## src/rtl/cmp_search.sv

```systemverilog
// ---------------------------------------------------------------------------
// cmp_search
//
// Sequential controller for an external one-hot lt/gt/eq magnitude comparator.
// It drives a trial operand (o_guess) plus an enable (o_cmp_en), reads back
// the comparator flags and binary-searches for the value on the comparator's
// other operand. An unknown WIDTH-bit value is recovered in at most WIDTH+1
// compare cycles.
//
// Ports
//   clk          rising-edge clock
//   rst          asynchronous, active-high reset
//   i_start      one-cycle search request (ignored unless in IDLE)
//   i_cmp_lt     comparator flag: guess <  target
//   i_cmp_gt     comparator flag: guess >  target
//   i_cmp_eq     comparator flag: guess == target
//   o_guess      trial operand to the comparator (registered)
//   o_cmp_en     comparator enable, high only in CMP
//   o_busy       high while in CMP
//   o_done       one-cycle pulse when a search ends
//   o_found      target located (valid with o_done, held until next start)
//   o_err        illegal or inconsistent flags (valid with o_done, held)
//   o_result     located value, valid when o_found=1 (held until next start)
//   o_state      current FSM state for observation
//
// Handshake: a request is accepted on any rising edge where i_start=1 and the
// FSM is in IDLE (o_busy=0, o_done=0). Completion is signalled by a one-cycle
// o_done pulse; o_found/o_err/o_result stay stable from that cycle until the
// next accepted request. There is no back-pressure on o_done.
// ---------------------------------------------------------------------------
module cmp_search #(
  parameter int WIDTH = 4
) (
  input  logic             clk,
  input  logic             rst,
  input  logic             i_start,
  input  logic             i_cmp_lt,
  input  logic             i_cmp_gt,
  input  logic             i_cmp_eq,
  output logic [WIDTH-1:0] o_guess,
  output logic             o_cmp_en,
  output logic             o_busy,
  output logic             o_done,
  output logic             o_found,
  output logic             o_err,
  output logic [WIDTH-1:0] o_result,
  output logic [1:0]       o_state
);

  typedef enum logic [1:0] {
    IDLE = 2'd0,
    CMP  = 2'd1,
    DONE = 2'd2
  } state_t;

  state_t           r_state;
  state_t           w_state_n;

  // Bounds carry one extra bit so guess+1 / guess-1 never wrap.
  logic [WIDTH:0]   r_lo;
  logic [WIDTH:0]   r_hi;
  logic [WIDTH:0]   w_lo_n;
  logic [WIDTH:0]   w_hi_n;

  logic [WIDTH-1:0] r_guess;
  logic [WIDTH-1:0] w_guess_n;
  logic             r_found;
  logic             w_found_n;
  logic             r_err;
  logic             w_err_n;
  logic [WIDTH-1:0] r_result;
  logic [WIDTH-1:0] w_result_n;

  logic [WIDTH:0]   w_guess_ext;
  logic [WIDTH:0]   w_lo_inc;
  logic [WIDTH:0]   w_hi_dec;
  logic [WIDTH:0]   w_sum;
  logic [2:0]       w_flags;

  assign w_guess_ext = {1'b0, r_guess};
  assign w_lo_inc    = w_guess_ext + {{WIDTH{1'b0}}, 1'b1};
  assign w_hi_dec    = w_guess_ext - {{WIDTH{1'b0}}, 1'b1};
  assign w_flags     = {i_cmp_lt, i_cmp_gt, i_cmp_eq};

  // lo <= 2^WIDTH and hi <= 2^WIDTH-1, so the sum fits in WIDTH+1 bits.
  assign w_sum       = w_lo_n + w_hi_n;
  assign w_guess_n   = WIDTH'(w_sum >> 1);

  // -------------------------------------------------------------------------
  // State register
  // -------------------------------------------------------------------------
  always_ff @(posedge clk or posedge rst) begin
    if (rst) begin
      r_state  <= IDLE;
      r_lo     <= '0;
      r_hi     <= '0;
      r_guess  <= '0;
      r_found  <= 1'b0;
      r_err    <= 1'b0;
      r_result <= '0;
    end else begin
      r_state  <= w_state_n;
      r_lo     <= w_lo_n;
      r_hi     <= w_hi_n;
      r_guess  <= w_guess_n;
      r_found  <= w_found_n;
      r_err    <= w_err_n;
      r_result <= w_result_n;
    end
  end

  // -------------------------------------------------------------------------
  // Next-state logic. The comparator is combinational, so its flags are
  // consumed on the edge that closes each CMP cycle. guess is recomputed from
  // the next bounds every cycle, so it always equals (lo+hi)>>1.
  // -------------------------------------------------------------------------
  always_comb begin
    w_state_n  = r_state;
    w_lo_n     = r_lo;
    w_hi_n     = r_hi;
    w_found_n  = r_found;
    w_err_n    = r_err;
    w_result_n = r_result;

    case (r_state)
      IDLE: begin
        if (i_start) begin
          w_lo_n     = '0;
          w_hi_n     = {1'b0, {WIDTH{1'b1}}};
          w_found_n  = 1'b0;
          w_err_n    = 1'b0;
          w_result_n = '0;
          w_state_n  = CMP;
        end
      end

      CMP: begin
        case (w_flags)
          3'b001: begin
            w_result_n = r_guess;
            w_found_n  = 1'b1;
            w_state_n  = DONE;
          end
          3'b100: begin
            w_lo_n = w_lo_inc;
            if (w_lo_inc > r_hi) begin
              w_err_n   = 1'b1;
              w_state_n = DONE;
            end
          end
          3'b010: begin
            // gt at guess 0 means no smaller value exists: inconsistent.
            if (r_guess == '0) begin
              w_err_n   = 1'b1;
              w_state_n = DONE;
            end else begin
              w_hi_n = w_hi_dec;
              if (r_lo > w_hi_dec) begin
                w_err_n   = 1'b1;
                w_state_n = DONE;
              end
            end
          end
          default: begin
            // No flag or several flags at once.
            w_err_n   = 1'b1;
            w_state_n = DONE;
          end
        endcase
      end

      DONE: begin
        w_state_n = IDLE;
      end

      default: begin
        w_state_n = IDLE;
      end
    endcase
  end

  // -------------------------------------------------------------------------
  // Outputs
  // -------------------------------------------------------------------------
  assign o_guess  = r_guess;
  assign o_cmp_en = (r_state == CMP);
  assign o_busy   = (r_state == CMP);
  assign o_done   = (r_state == DONE);
  assign o_found  = r_found;
  assign o_err    = r_err;
  assign o_result = r_result;
  assign o_state  = r_state;

endmodule

```

## config.mk

```make
export PLATFORM = sky130hd
export DESIGN_NAME = cmp_search
export DESIGN_NICKNAME = d
export VERILOG_FILES = /design/src/rtl/cmp_search.sv
export SDC_FILE = /design/constraint.sdc
export NUM_CORES = 1
export LEC_CHECK = 0
export CAP_MARGIN = 20
export CORE_MARGIN = 1
export CORE_UTILIZATION = 57
export DETAILED_ROUTE_END_ITERATION = 10
export GPL_ROUTABILITY_DRIVEN = 0
export GPL_TIMING_DRIVEN = 0
export PLACE_DENSITY = 0.83
export SYNTH_ARGS = -nofsm -noshare
export SYNTH_HDL_FRONTEND = slang
export SYNTH_SLANG_ARGS = --single-unit
```

## constraint.sdc

```tcl
create_clock -name clk -period 6.4 [get_ports clk]
set_clock_uncertainty 0.15 [all_clocks]
set_input_delay 0.64 -clock clk [delete_from_list [all_inputs] [get_ports clk]]
set_output_delay 0.64 -clock clk [all_outputs]
set_load 0.02 [all_outputs]
```

======== Yosys cells after proc, flatten, opt, wreduce, memory -nomap -nowiden ========
Index checks and enable logic that the tools add are counted.
storage, ports and cells
  input bits .............................. 6
  bits in registers ....................... 22
  word-level logic and storage cells ...... 52
cells by class
  equality and inequality tests ........... 10
  multiplexer cells ....................... 24
  reductions and logical operators ........ 6
  add/subtract/negate cells ............... 3
  order comparisons ....................... 2
operators by type and width
  operator             number
  $mux 5               5
  $pmux 5 s2           2
  $gt 5x5->1           2
  $mux 2               4
  $mux 4               2
  $pmux 2 s2           2
  $pmux 4 s2           1
  $reduce_and 3->1     2
  $add 4x1->5 const B  1
  $add 5x5->5          1
  $mux 1               5
  $reduce_and 5->1     1
  $sub 4x1->5 const B  1
  $logic_not 4->1      1
  $ne 2x2->1 const B   2
  $ne 4x4->1 const B   1
  $pmux 1 s2           2
  $eq 3x1->1 const B   1
  $eq 3x2->1 const B   1
  $eq 3x3->1 const B   1
  $ne 3x3->1 const B   1
  $pmux 1 s3           1
  $eq 2x1->1 const B   1
  $eq 2x2->1 const B   1
  3 further kinds      3

======== Depth between registers and ports, before layout ========
  depth in word-level cells ............... 6
  depth in mapped cells ................... 14
  mapped depth without buffers ............ 13

======== Least setup slack after synthesis ========
OpenSTA, ideal clock, no wires.
  path kind ............................... register to register
  start point ............................. register r_guess[0], in the netlist o_guess[0]
  end point ............................... register r_guess[3], in the netlist o_guess[3]
  buffers on the path ..................... 1
  data arrival time ....................... 2.674 ns
  clock period less this slack ............ 2.950 ns
  setup slack ............................. 3.450 ns
  cell stages (with the launch flop) ...... 15
  required time ........................... 6.124 ns
  setup time .............................. 0.126 ns
  path through ............................ dfrtp_1 inv_1 ha_1 or3b_4 and4_4 buf_6 nor3_1 a21oi_1 inv_1 fa_1 inv_1 a21o_1 a21oi_1 xor2_1 xnor2_1
between the ends
  longest elaborated chain between the ends .. 5
RTL lines
  element                                                RTL line  text
  from (decl)                                            65        logic [WIDTH-1:0] r_guess;
  from (signal assigned)                                 105       r_guess <= w_guess_n;
  $sub 4x1->5 / $logic_not 4->1 (equally long branches)  82, 153
  $mux 5 *                                               153       if (r_guess == '0) begin
  $mux 5 *                                               138       case (w_flags)
  $pmux 5 s2 *                                           125       case (r_state)
  net w_hi_n[1]                                          63        logic [WIDTH:0] w_hi_n;
  $add 5x5->5 *                                          86        assign w_sum = w_lo_n + w_hi_n;
  net w_sum[4]                                           77        logic [WIDTH:0] w_sum;
Mark *: on every way through the listed nets, which the timed path passes. The rest lies on a longest branch.
A chain may end at the register's enable or synchronous reset.

======== Final worst setup path ========
  start point ............................. input port i_start
  end point ............................... register r_guess[3], in the netlist o_guess[3]
between the ends
  longest elaborated chain between the ends .. 3
RTL lines
  element        RTL line  text
  from (decl)    36        input logic i_start,
  $mux 5         127       if (i_start) begin
  $pmux 5 s2     125
  net w_hi_n[1]  63
  $add 5x5->5    86
  net w_sum[4]   77
The timed path passes the listed nets, and every way through them passes these cells.

==> results.yml <==
routing:
  wire_per_inst_um: 15.0
  drc: 0
  firstDrtPassIters: 4
  vias: 1147
  ant_nets: 0
  drtIter0Drc: 32
  vias_per_cell: 5.76
  drt_wl_total_mm: 2.98
floorplanning:
  initial_core_util: 0.617
  die_w_um: 51.7
  ioPinCount: 21
  core_mm2: 0.00228
  die_area_mm2: 0.00267
  rows: 17
  die_h_um: 51.7
synthesis:
  synthAdderAreaFrac: 0.148
  ys_seq_elements: 22
  synth_nets: 169
  synth.mux.area_fraction: 0
  synth_compound_area_frac: 0.156
  synth-xor-area-share: 0.0499
  yosys.area.top_type: "dfrtp_1"
  syn_inst: 147
  synthTopCellsByArea: "dfrtp_1 (39%), ha_1 (13%), nand2_1 (4.5%)"
  synth_top_area_share: 0.392
  synth_top_family_by_area: "simple AND/OR/NAND/NOR gates"
  yosys_warnings: 0
  synth_seq_area_share: 0.392
  synth_simple_gate_area_share: 0.185
  syn_area_per_cell_um2: 9.56
  synth.distinct_cells: 40
  synthesis.area_mm2: 0.00141
clock_tree:
  hold_buffers: 0
  cts_made_buffers: 3
  cts_tree: "yes"
  cts_resized: 0
  path_clk_slew_ns: 0.13
  cts.htree.levels: 1
  cts_buffer_depth: 2
  post_cts_buffers: 0
  clk_latency_ns: 0.31
  cts_root_buf: "clkbuf_4"
  cts_num_sinks: 22
worst_setup_path:
  worstSetupPathType: "primary input to register"
  crit_arrival_ns: 3.50
  cp_max_fo: 5
  cp-start-kind: "primary input"
  worstSetupEndpointType: "register"
  cp_data_required_time_ns: 6.45
sta:
  period_share: 0.540
  fin_tns_setup_ns: 0
  worst_pin_slew_ns: 0.916
  fin_crit_ns: 3.46
  finalHoldViolations: 0
  drv_slew: 0
  clock.fmax_ghz: 0.289
  finalSetupViolations: 0
  max_slew_margin: 0.384
  rsz0062_at_grt: "false"
global_routing:
  grt_pass1_vias: 1081
  grt_max_degree: 23
  grt_pass1_wl_mm: 4.65
  grt_remaining_overflow: 0
  antenna_found_initial: 0
  groute.usage.overall: 0.242
power_and_ir_drop:
  clkPwrFrac: 0.149
  p_per_area_mw_per_mm2: 417
  power_frac_comb: 0.543
  pwr-share-seq: 0.308
  ir_worst_vdd_uv: 284
  p_sw_mw: 0.291
  switching_share: 0.412
  leakage_nw: 0.816
  internal_power_mw: 0.416
status:
  status: "finished, final reports clean"
placed_design:
  dp_hpwl_mm: 2.18
  port_buffers: 20
final_layout:
  drive_gt1_frac: 0.0936
  area_growth_pct: 20.5
  postLayoutCoreUtil: 0.744
  antenna_cells: 0
  nets: 194
run:
  maxCapViolCount: 0
min_path:
  hold_class: "register to register"
==> registers in the layout, summed over array words and instances, names as in the netlist <==
| name | flops |
|---|---|
| o_err | 1 |
| r_hi | 5 |
| r_lo | 5 |
| o_result | 4 |
| o_found | 1 |
| o_guess | 4 |
| o_state | 2 |
==> critical path, stage by stage <==
cell             delay [ns]
clkdlybuf4s50_1        0.48
inv_1                  0.06
nor3_1                 0.75
nor3_1                 0.13
a21oi_1                0.31
inv_1                  0.10
fa_1                   0.43
inv_1                  0.07
a21o_1                 0.11
a21oi_1                0.10
xor2_1                 0.17
xnor2_1                0.14
==> cells in the mapped netlist <==
library cell  number
a41oi_2            1
o21ai_0            2
o21bai_1           1
nor3b_1            1
o31ai_1            1
nor2b_1            2
nor2_1             5
or2_2              1
nand2_1           17
or3_1              1
o211ai_1           1
o221ai_1           1
nand3_1            5
nor4b_1            1
and3_1             1
inv_2              1
nor3_1             5
xor2_1             2
nor3_4             1
o21ai_1            6
a22o_1             4
nor3_2             1
a21oi_1            8
or3b_4             1
clkbuf_1           2
nand4_1            2
dfrtp_1           22
nand2b_1           2
nand2_2            1
and4_4             1
a21oi_2            1
inv_1             15
xnor2_1            6
a21o_1             4
a41oi_1            1
o41ai_1            1
buf_6              2
fa_1               1
buf_4              1
ha_1              15
==> routing by layer <==
metal / GRT usage / wire, um / up-vias
met3: 0.0526 / 220 / 8
met4: 0.131 / 63 / 0
li1: - / - / 557
met2: 0.385 / 1390 / 47
met1: 0.307 / 1300 / 535
met5: 0 / 0 / -
==> final timing paths <==
path | start | end | slack, ns | cells after the start
max in group asynchronous | rst | r_lo[1] | 4.94 | 2
setup reg to reg | o_guess[0] | o_guess[3] | 3.12 | 14
min in group asynchronous | rst | o_found | 0.63 | 2
hold / removal | o_found | o_found | 0.35 | 1
hold reg to reg | o_found | o_found | 0.35 | 1
setup / recovery | i_start | o_guess[3] | 2.94 | 12
==> power groups by stage <==
stage | Clock, mW | Combinational [mW] | Sequential (mW)
finish | 0.105 | 0.383 | 0.218
floorplan | 0 | 0.224 | 0.241
detailed placement | 0 | 0.374 | 0.220
global route | 0.112 | 0.414 | 0.222
CTS | 0.107 | 0.383 | 0.217
global placement | 0 | 0.365 | 0.218
==> layout make-up <==
class / count / area [um2]
plain buffers: 5 / 37.5
clock buffers: 3 / 22.5
clock inverters: 1 / 30.0
fillers: 165 / 583
inverters: 16 / 60.1
multi-input cells: 104 / 757
flip-flops and latches: 22 / 551
well taps: 28 / 35.0
repair buffers: 20 / 200
==> cells by family after synthesis <==
| group | Yosys count |
|---|---|
| simple gates | 48 |
| compound gates | 32 |
| flops | 22 |
| buf+inv | 21 |
| fa+ha+maj | 16 |
| xor+xnor | 8 |
==> through the flow <==
| stage | setup slack (ns) | power, mW | area (um2) | hold WS, ns | std cells |
|---|---|---|---|---|---|
| 3_5_place_dp | 2.68 | 0.594 | 1640 | 0.316 | 195 |
| 6_report | 2.94 | 0.707 | 1690 | 0.345 | 199 |
| 4_1_cts | 2.98 | 0.707 | 1690 | 0.346 | 199 |
| 3_3_place_gp | 2.66 | 0.583 | 1640 | 0.310 | 195 |
| 2_1_floorplan | 3.45 | 0.466 | 1410 | 0.341 | 147 |
| 5_1_grt | 2.77 | 0.749 | 1690 | 0.350 | 199 |
==> cells in the final DEF, fill, tap and decap left out, types with 3 or more instances in the layout <==
cell type        instances
a21o_1                   4
a21oi_1                  8
a22o_1                   4
clkbuf_4                 3
clkdlybuf4s50_1         20
dfrtp_1                 22
ha_1                    15
inv_1                   15
nand2_1                 17
nand3_1                  5
nor2_1                   5
nor3_1                   5
o21ai_1                  6
xnor2_1                  6
Power figures use the tool's default switching activity.
